===== config.mk =====
export PLATFORM = sky130hd
export DESIGN_NAME = vga_genlock
export DESIGN_NICKNAME = d
export VERILOG_FILES = /design/src/rtl/vga_genlock_pkg.sv /design/src/rtl/vga_genlock_sync_edge.sv /design/src/rtl/vga_genlock.sv
export SDC_FILE = /design/constraint.sdc
export NUM_CORES = 1
export LEC_CHECK = 0
export CAP_MARGIN = 10
export CORE_MARGIN = 2
export CORE_UTILIZATION = 40
export CTS_CLUSTER_DIAMETER = 200
export CTS_CLUSTER_SIZE = 14
export DETAILED_ROUTE_END_ITERATION = 8
export GPL_TIMING_DRIVEN = 0
export REMOVE_ABC_BUFFERS = 1
export SLEW_MARGIN = 15
export SYNTH_ARGS = -nofsm -noshare
export SYNTH_HDL_FRONTEND = slang
export SYNTH_SLANG_ARGS = --single-unit

===== constraint.sdc =====
create_clock -name vga_clk -period 5.1 [get_ports vga_clk]
set_input_delay 0.51 -clock vga_clk [delete_from_list [all_inputs] [get_ports vga_clk]]
set_output_delay 0.51 -clock vga_clk [all_outputs]
set_load 0.05 [all_outputs]

===== src/rtl/vga_genlock_pkg.sv =====
// Shared genlock definitions: FSM state codes and default timing constants.
package vga_genlock_pkg;

    typedef logic [1:0] state_t;

    localparam state_t ST_IDLE    = 2'd0;
    localparam state_t ST_SEARCH  = 2'd1;
    localparam state_t ST_MEASURE = 2'd2;
    localparam state_t ST_LOCKED  = 2'd3;

    localparam int unsigned GENLOCK_CNT_W      = 20;
    localparam int unsigned GENLOCK_MIN_PERIOD = 400000;
    localparam int unsigned GENLOCK_MAX_PERIOD = 520000;
    localparam int unsigned GENLOCK_LOCK_COUNT = 4;

endpackage


===== src/rtl/vga_genlock_sync_edge.sv =====
// Two-flop synchroniser for the TRS vsync plus a registered rising-edge detector.
module sync_edge (
    input  logic clk,
    input  logic rst_n,
    input  logic din,
    output logic edge_det
);
    logic       rx_meta;
    logic       rx_sync;
    logic       rx_prev;
    logic [2:0] fill;

    // fill gates detection until rx_prev holds a real sample, so a line that
    // is already high when reset lifts does not look like a fresh edge
    always_ff @(posedge clk or negedge rst_n) begin
        if (!rst_n) begin
            rx_meta  <= 1'b0;
            rx_sync  <= 1'b0;
            rx_prev  <= 1'b0;
            fill     <= '0;
            edge_det <= 1'b0;
        end else begin
            rx_meta  <= din;
            rx_sync  <= rx_meta;
            rx_prev  <= rx_sync;
            fill     <= {fill[1:0], 1'b1};
            edge_det <= rx_sync & ~rx_prev & fill[2];
        end
    end
endmodule


===== src/rtl/vga_genlock.sv =====
// Locks VGA timing to the TRS-80 vsync: qualifies the frame period, then emits a
// delayed one-cycle genlock pulse per good frame.
module vga_genlock
    import vga_genlock_pkg::*;
#(
    parameter int unsigned CNT_W      = GENLOCK_CNT_W,
    parameter int unsigned MIN_PERIOD = GENLOCK_MIN_PERIOD,
    parameter int unsigned MAX_PERIOD = GENLOCK_MAX_PERIOD,
    parameter int unsigned LOCK_COUNT = GENLOCK_LOCK_COUNT
) (
    input  logic             vga_clk,
    input  logic             rst_n,
    input  logic             trs_vsync,
    input  logic             enable,
    input  logic [CNT_W-1:0] offset,
    output logic             genlock,
    output logic             locked,
    output logic             lost
);
    localparam int unsigned      GOOD_W  = $clog2(LOCK_COUNT + 1);
    localparam logic [CNT_W-1:0] MIN_P   = CNT_W'(MIN_PERIOD);
    localparam logic [CNT_W-1:0] MAX_P   = CNT_W'(MAX_PERIOD);
    localparam logic [CNT_W-1:0] CNT_ONE = {{(CNT_W-1){1'b0}}, 1'b1};
    localparam logic [GOOD_W-1:0] LOCK_N = GOOD_W'(LOCK_COUNT);

    logic              edge_det;
    logic [CNT_W-1:0]  period;
    state_t            state;
    state_t            state_nxt;
    logic [GOOD_W-1:0] good;
    logic [GOOD_W-1:0] good_nxt;
    logic [GOOD_W-1:0] good_inc;
    logic [CNT_W-1:0]  dly;
    logic              dly_act;
    logic              in_win;
    logic              overrun;
    logic              load;
    logic              cancel;

    sync_edge u_sync_edge (
        .clk      (vga_clk),
        .rst_n    (rst_n),
        .din      (trs_vsync),
        .edge_det (edge_det)
    );

    always_ff @(posedge vga_clk or negedge rst_n) begin
        if (!rst_n) begin
            period <= '0;
        end else if (edge_det) begin
            period <= CNT_ONE;
        end else if (period != '1) begin
            period <= period + 1'b1;
        end
    end

    assign in_win   = (period >= MIN_P) && (period <= MAX_P);
    assign overrun  = (period > MAX_P);
    assign good_inc = good + 1'b1;
    assign locked   = (state == ST_LOCKED);

    always_comb begin
        state_nxt = state;
        good_nxt  = good;
        load      = 1'b0;
        cancel    = 1'b0;
        if (!enable) begin
            state_nxt = ST_IDLE;
            good_nxt  = '0;
            cancel    = 1'b1;
        end else begin
            case (state)
                ST_IDLE: state_nxt = ST_SEARCH;
                ST_SEARCH: begin
                    if (edge_det) begin
                        state_nxt = ST_MEASURE;
                        good_nxt  = '0;
                    end
                end
                ST_MEASURE: begin
                    if (edge_det) begin
                        if (in_win) begin
                            good_nxt = good_inc;
                            if (good_inc == LOCK_N) begin
                                state_nxt = ST_LOCKED;
                                load      = 1'b1;
                            end
                        end else begin
                            good_nxt = '0;
                        end
                    end else if (overrun) begin
                        state_nxt = ST_SEARCH;
                    end
                end
                ST_LOCKED: begin
                    if (edge_det && in_win) begin
                        load = 1'b1;
                    end else if (edge_det || overrun) begin
                        state_nxt = ST_SEARCH;
                        cancel    = 1'b1;
                    end
                end
                default: state_nxt = ST_IDLE;
            endcase
        end
    end

    // A new edge always reloads or cancels the delay, so a pending pulse can
    // never land on or after the following edge.
    always_ff @(posedge vga_clk or negedge rst_n) begin
        if (!rst_n) begin
            state   <= ST_IDLE;
            good    <= '0;
            lost    <= 1'b0;
            genlock <= 1'b0;
            dly     <= '0;
            dly_act <= 1'b0;
        end else begin
            state   <= state_nxt;
            good    <= good_nxt;
            lost    <= (state == ST_LOCKED) && (state_nxt != ST_LOCKED);
            genlock <= 1'b0;
            if (cancel) begin
                dly_act <= 1'b0;
            end else if (load) begin
                if (offset == '0) begin
                    genlock <= 1'b1;
                    dly_act <= 1'b0;
                end else begin
                    dly     <= offset - 1'b1;
                    dly_act <= 1'b1;
                end
            end else if (dly_act) begin
                if (dly == '0) begin
                    genlock <= 1'b1;
                    dly_act <= 1'b0;
                end else begin
                    dly <= dly - 1'b1;
                end
            end
        end
    end
endmodule


==> impl_results.md <==
* Vias in the first global route at 2785
* Nets@finish at 439
* Top area cells in the synthesized netlist: dfrtp_1, nand2_1, nor2_1, o21ai_0, xor2_1
* R2r setup slk at ~0.49 ns
* RePlAce Congestion at around 0.84
* Fin area at around 0.0039 sq mm
* First-pass GRT wire length at 13300 um
* GR peak layer: met2
* Total GRT Usage at 0.182
* Gr ovfl total at 0
* RSZ-0062 raised after global routing: false
* Count leader, synth: dfrtp_1
* Hold buffers post-CTS at 0
* Static Leak at around 1.7 nW
* M2 GR Usage at 0.304
* Final Critical Period at approximately 4.6 ns
* TritonCTS clock tree: done
* Residual DRC at 0
* Critical-path top delay cell: nand2_1
* Slew Viols, Final at 0
* CTS clk-pin slew, worst paths at about 0.11 ns
* Post-synthesis to final-layout area growth at 13.2%
* Vias per cell at roughly 5.7
* Max Clock Skew at approximately 0.016 ns
* Met3 GRT Util at 0.0279
* Buffers on Ports at 26
* Crit-path cells: inv_1, ha_1, or4b_1, nor3_1, and4_1, o22a_4, nand2_1, mux2i_1, ha_1, nand2_1, nor3_1, nand2b_1, nor4_1, or2_2, a21oi_1, a311oi_2
* Top-area cell type share of the netlist area at 0.402
* Max Buffers Root-to-Sink at 2
* Yosys warning count at 0
* #FFs+latches synth at 55
* Initial antenna violation count at 0
* Fin crit share at 0.904
* Die width at 96.5 um
* Final setup viols at 0
* # IOs at 27
* Most common library cells after synthesis: dfrtp_1, nand2_1, nor2_1, o21ai_0, a21oi_1
* Vias at between 2000 and 3000
* Core Footprint at around 0.0083 sq mm
* Post-Route Utilization at 0.469
* CP Buf/Inv Count at 1
* Cell count after synthesis at between 300 and 400
* DR pass1 iterations at 4
* CP Max Fanout at 22
* Startpoint types: flop
* Count of cell types in the netlist at between 60 and 70
* Die footprint at between 0.009 and 0.01 sq mm
* VDD IR max at around 0.15 mV
* Crit Path Class: flop to flop
* Reg2reg end: dly[10]
* Cell Area, Placed at 0.00376 sq mm
* Initial Util at 0.415
* Asr flop ratio synth at 1.00
* Slew HR at 0.424
* WP data required at ~5.3 ns
* Mapped Area at 0.00342 sq mm
* Max Freq at roughly 220 MHz
* Reg2reg path depth at 16
* M1 GR Usage at 0.246
* ANT cells at 0
* TritonCTS buffer count at 5
* Detailed Place HPWL at around 5400 um
* Critical path startpoint: period[0]
* Worst Hold Class: input pin to async pin
* Post-CTS Setup Bufs at 0
* Clock root buffer: clkbuf_8
* Worst path top cell family by delay: simple AND/OR/NAND/NOR gates
* Die height at a little under 100 um
* Outcome: completed
* Sequential area share after synthesis at 0.402
* Post-CTS sizing at 0
* Crit path to: dly[10]
* Levels on crit path at 16
* Post-DRT Antenna Nets at 0
* Htree depth at 2
* Endpoint class of the critical path: flop
* Fin Hold WS at around 0.22 ns
* Max incr delay on CP at about 0.5 ns
* RR Startpoint: period[0]
* Num rows at 33
* Synthesized area per cell at approximately 9 sq um
* Arr. time, crit path at roughly 4.8 ns
* Final hold violation count at 0
* Tightest Pin Transition at 0.865 ns
* TNS Setup at 0 ns
* Largest net degree at the start of global routing at 56
* Maxcap violations at 0
* Initial DRC Count at 147
* Share of cells above drive strength 1 at 0.0779
* Post-synth top area cell: dfrtp_1
* Worst skew pair latency at around 0.32 ns
* Clock tree sinks at 55
* WL final at 7670 um
* Mean routed wirelength per cell at ~15 um
* PnR Total Power at between 0.8 and 0.9 mW
* EDFF count, synth at 0
* PD cells at roughly 230 mW/mm^2
* Ys flop type: dfrtp_1
[how the worst min path moves through the flow]
stage	start	to	slack, ns	depth (start not counted)
floorplan	rst_n	dly[0]	0.21	0
global placement	u_sync_edge.fill[0]	u_sync_edge.fill[1]	0.33	0
detailed placement	u_sync_edge.fill[1]	u_sync_edge.fill[2]	0.34	0
CTS	rst_n	period[16]	0.25	1
global route	rst_n	period[3]	0.29	1
finish	rst_n	period[16]	0.22	1
[flip-flops by register name (all words and copies together) (netlist names), 2 cells and up]
register          flops
period               20
u_sync_edge.fill      3
dly                  20
state                 2
good                  3
[cell type report]
type	count	area (sq um)
clock buffer	5	68.8
clock inverter	3	47.5
fill	811	4380
inverter	11	43.8
multi-input combinational	310	1940
sequential	55	1380
tap	105	131
timing repair buffer	27	273
[layer usage]
layer,wire length (um),share of wire,up-vias
met5,0,0,-
met3,329,0.043,11
li1,-,-,1456
met2,3620,0.47,69
met4,87,0.011,0
met1,3630,0.47,1402
[report_power, final]
part / switching [mW] / internal [mW] / leakage [nW]
clock network: 0.154 / 0.149 / 0.0587
logic: 0.0554 / 0.0459 / 0.884
registers: 0.0253 / 0.457 / 0.728
[cells by family after synthesis]
kind of cell / after synthesis / synth area share
AND/OR/NAND/NOR: 184 / 0.286
AO/OA/AOI/OAI: 94 / 0.192
flip-flops: 55 / 0.402
buffers and inverters: 23 / 0.0333
XOR/XNOR: 22 / 0.0563
adder cells (fa/ha/maj): 5 / 0.0183
multiplexers: 4 / 0.0117
other: 1 / 0.00110
[through the flow]
| step | setup slack [ns] | std cells |
|---|---|---|
| 5_1_grt | 0.0852 | 516 |
| 4_1_cts | 0.522 | 516 |
| 3_3_place_gp | 0.589 | 507 |
| 6_report | 0.488 | 516 |
| 2_1_floorplan | 1.39 | 376 |
| 3_5_place_dp | 0.530 | 508 |
[cell usage in the layout (no fill, tap or decap), drive strengths merged, types with 5 or more instances in the layout]
| master | Yosys | final |
|---|---|---|
| ha | 5 | 5 |
| or3 | 6 | 6 |
| clkbuf | 7 | 5 |
| o21ai | 32 | 32 |
| xor2 | 14 | 14 |
| dfrtp | 55 | 55 |
| nor3 | 19 | 19 |
| clkdlybuf4s50 | 0 | 25 |
| a21o | 5 | 5 |
| nand3 | 21 | 21 |
| nand2 | 44 | 44 |
| inv | 11 | 12 |
| nor2 | 40 | 40 |
| a21oi | 21 | 21 |
| nor4 | 12 | 12 |
| xnor2 | 8 | 8 |
| nand2b | 5 | 5 |
| nand4 | 7 | 7 |
| and3 | 9 | 9 |
[worst reg2reg max path: cells and delay by family, from the launching register on]
family / cells / cell delay, ns
and+or+nand+nor: 9 / 2.60
AOI/OAI and AO/OA: 3 / 0.59
adders and majority gates: 2 / 0.45
DFF: 1 / 0.43
muxes: 1 / 0.39
buffers and inverters: 1 / 0.07
No activity file was read; power rests on OpenSTA's default activity.
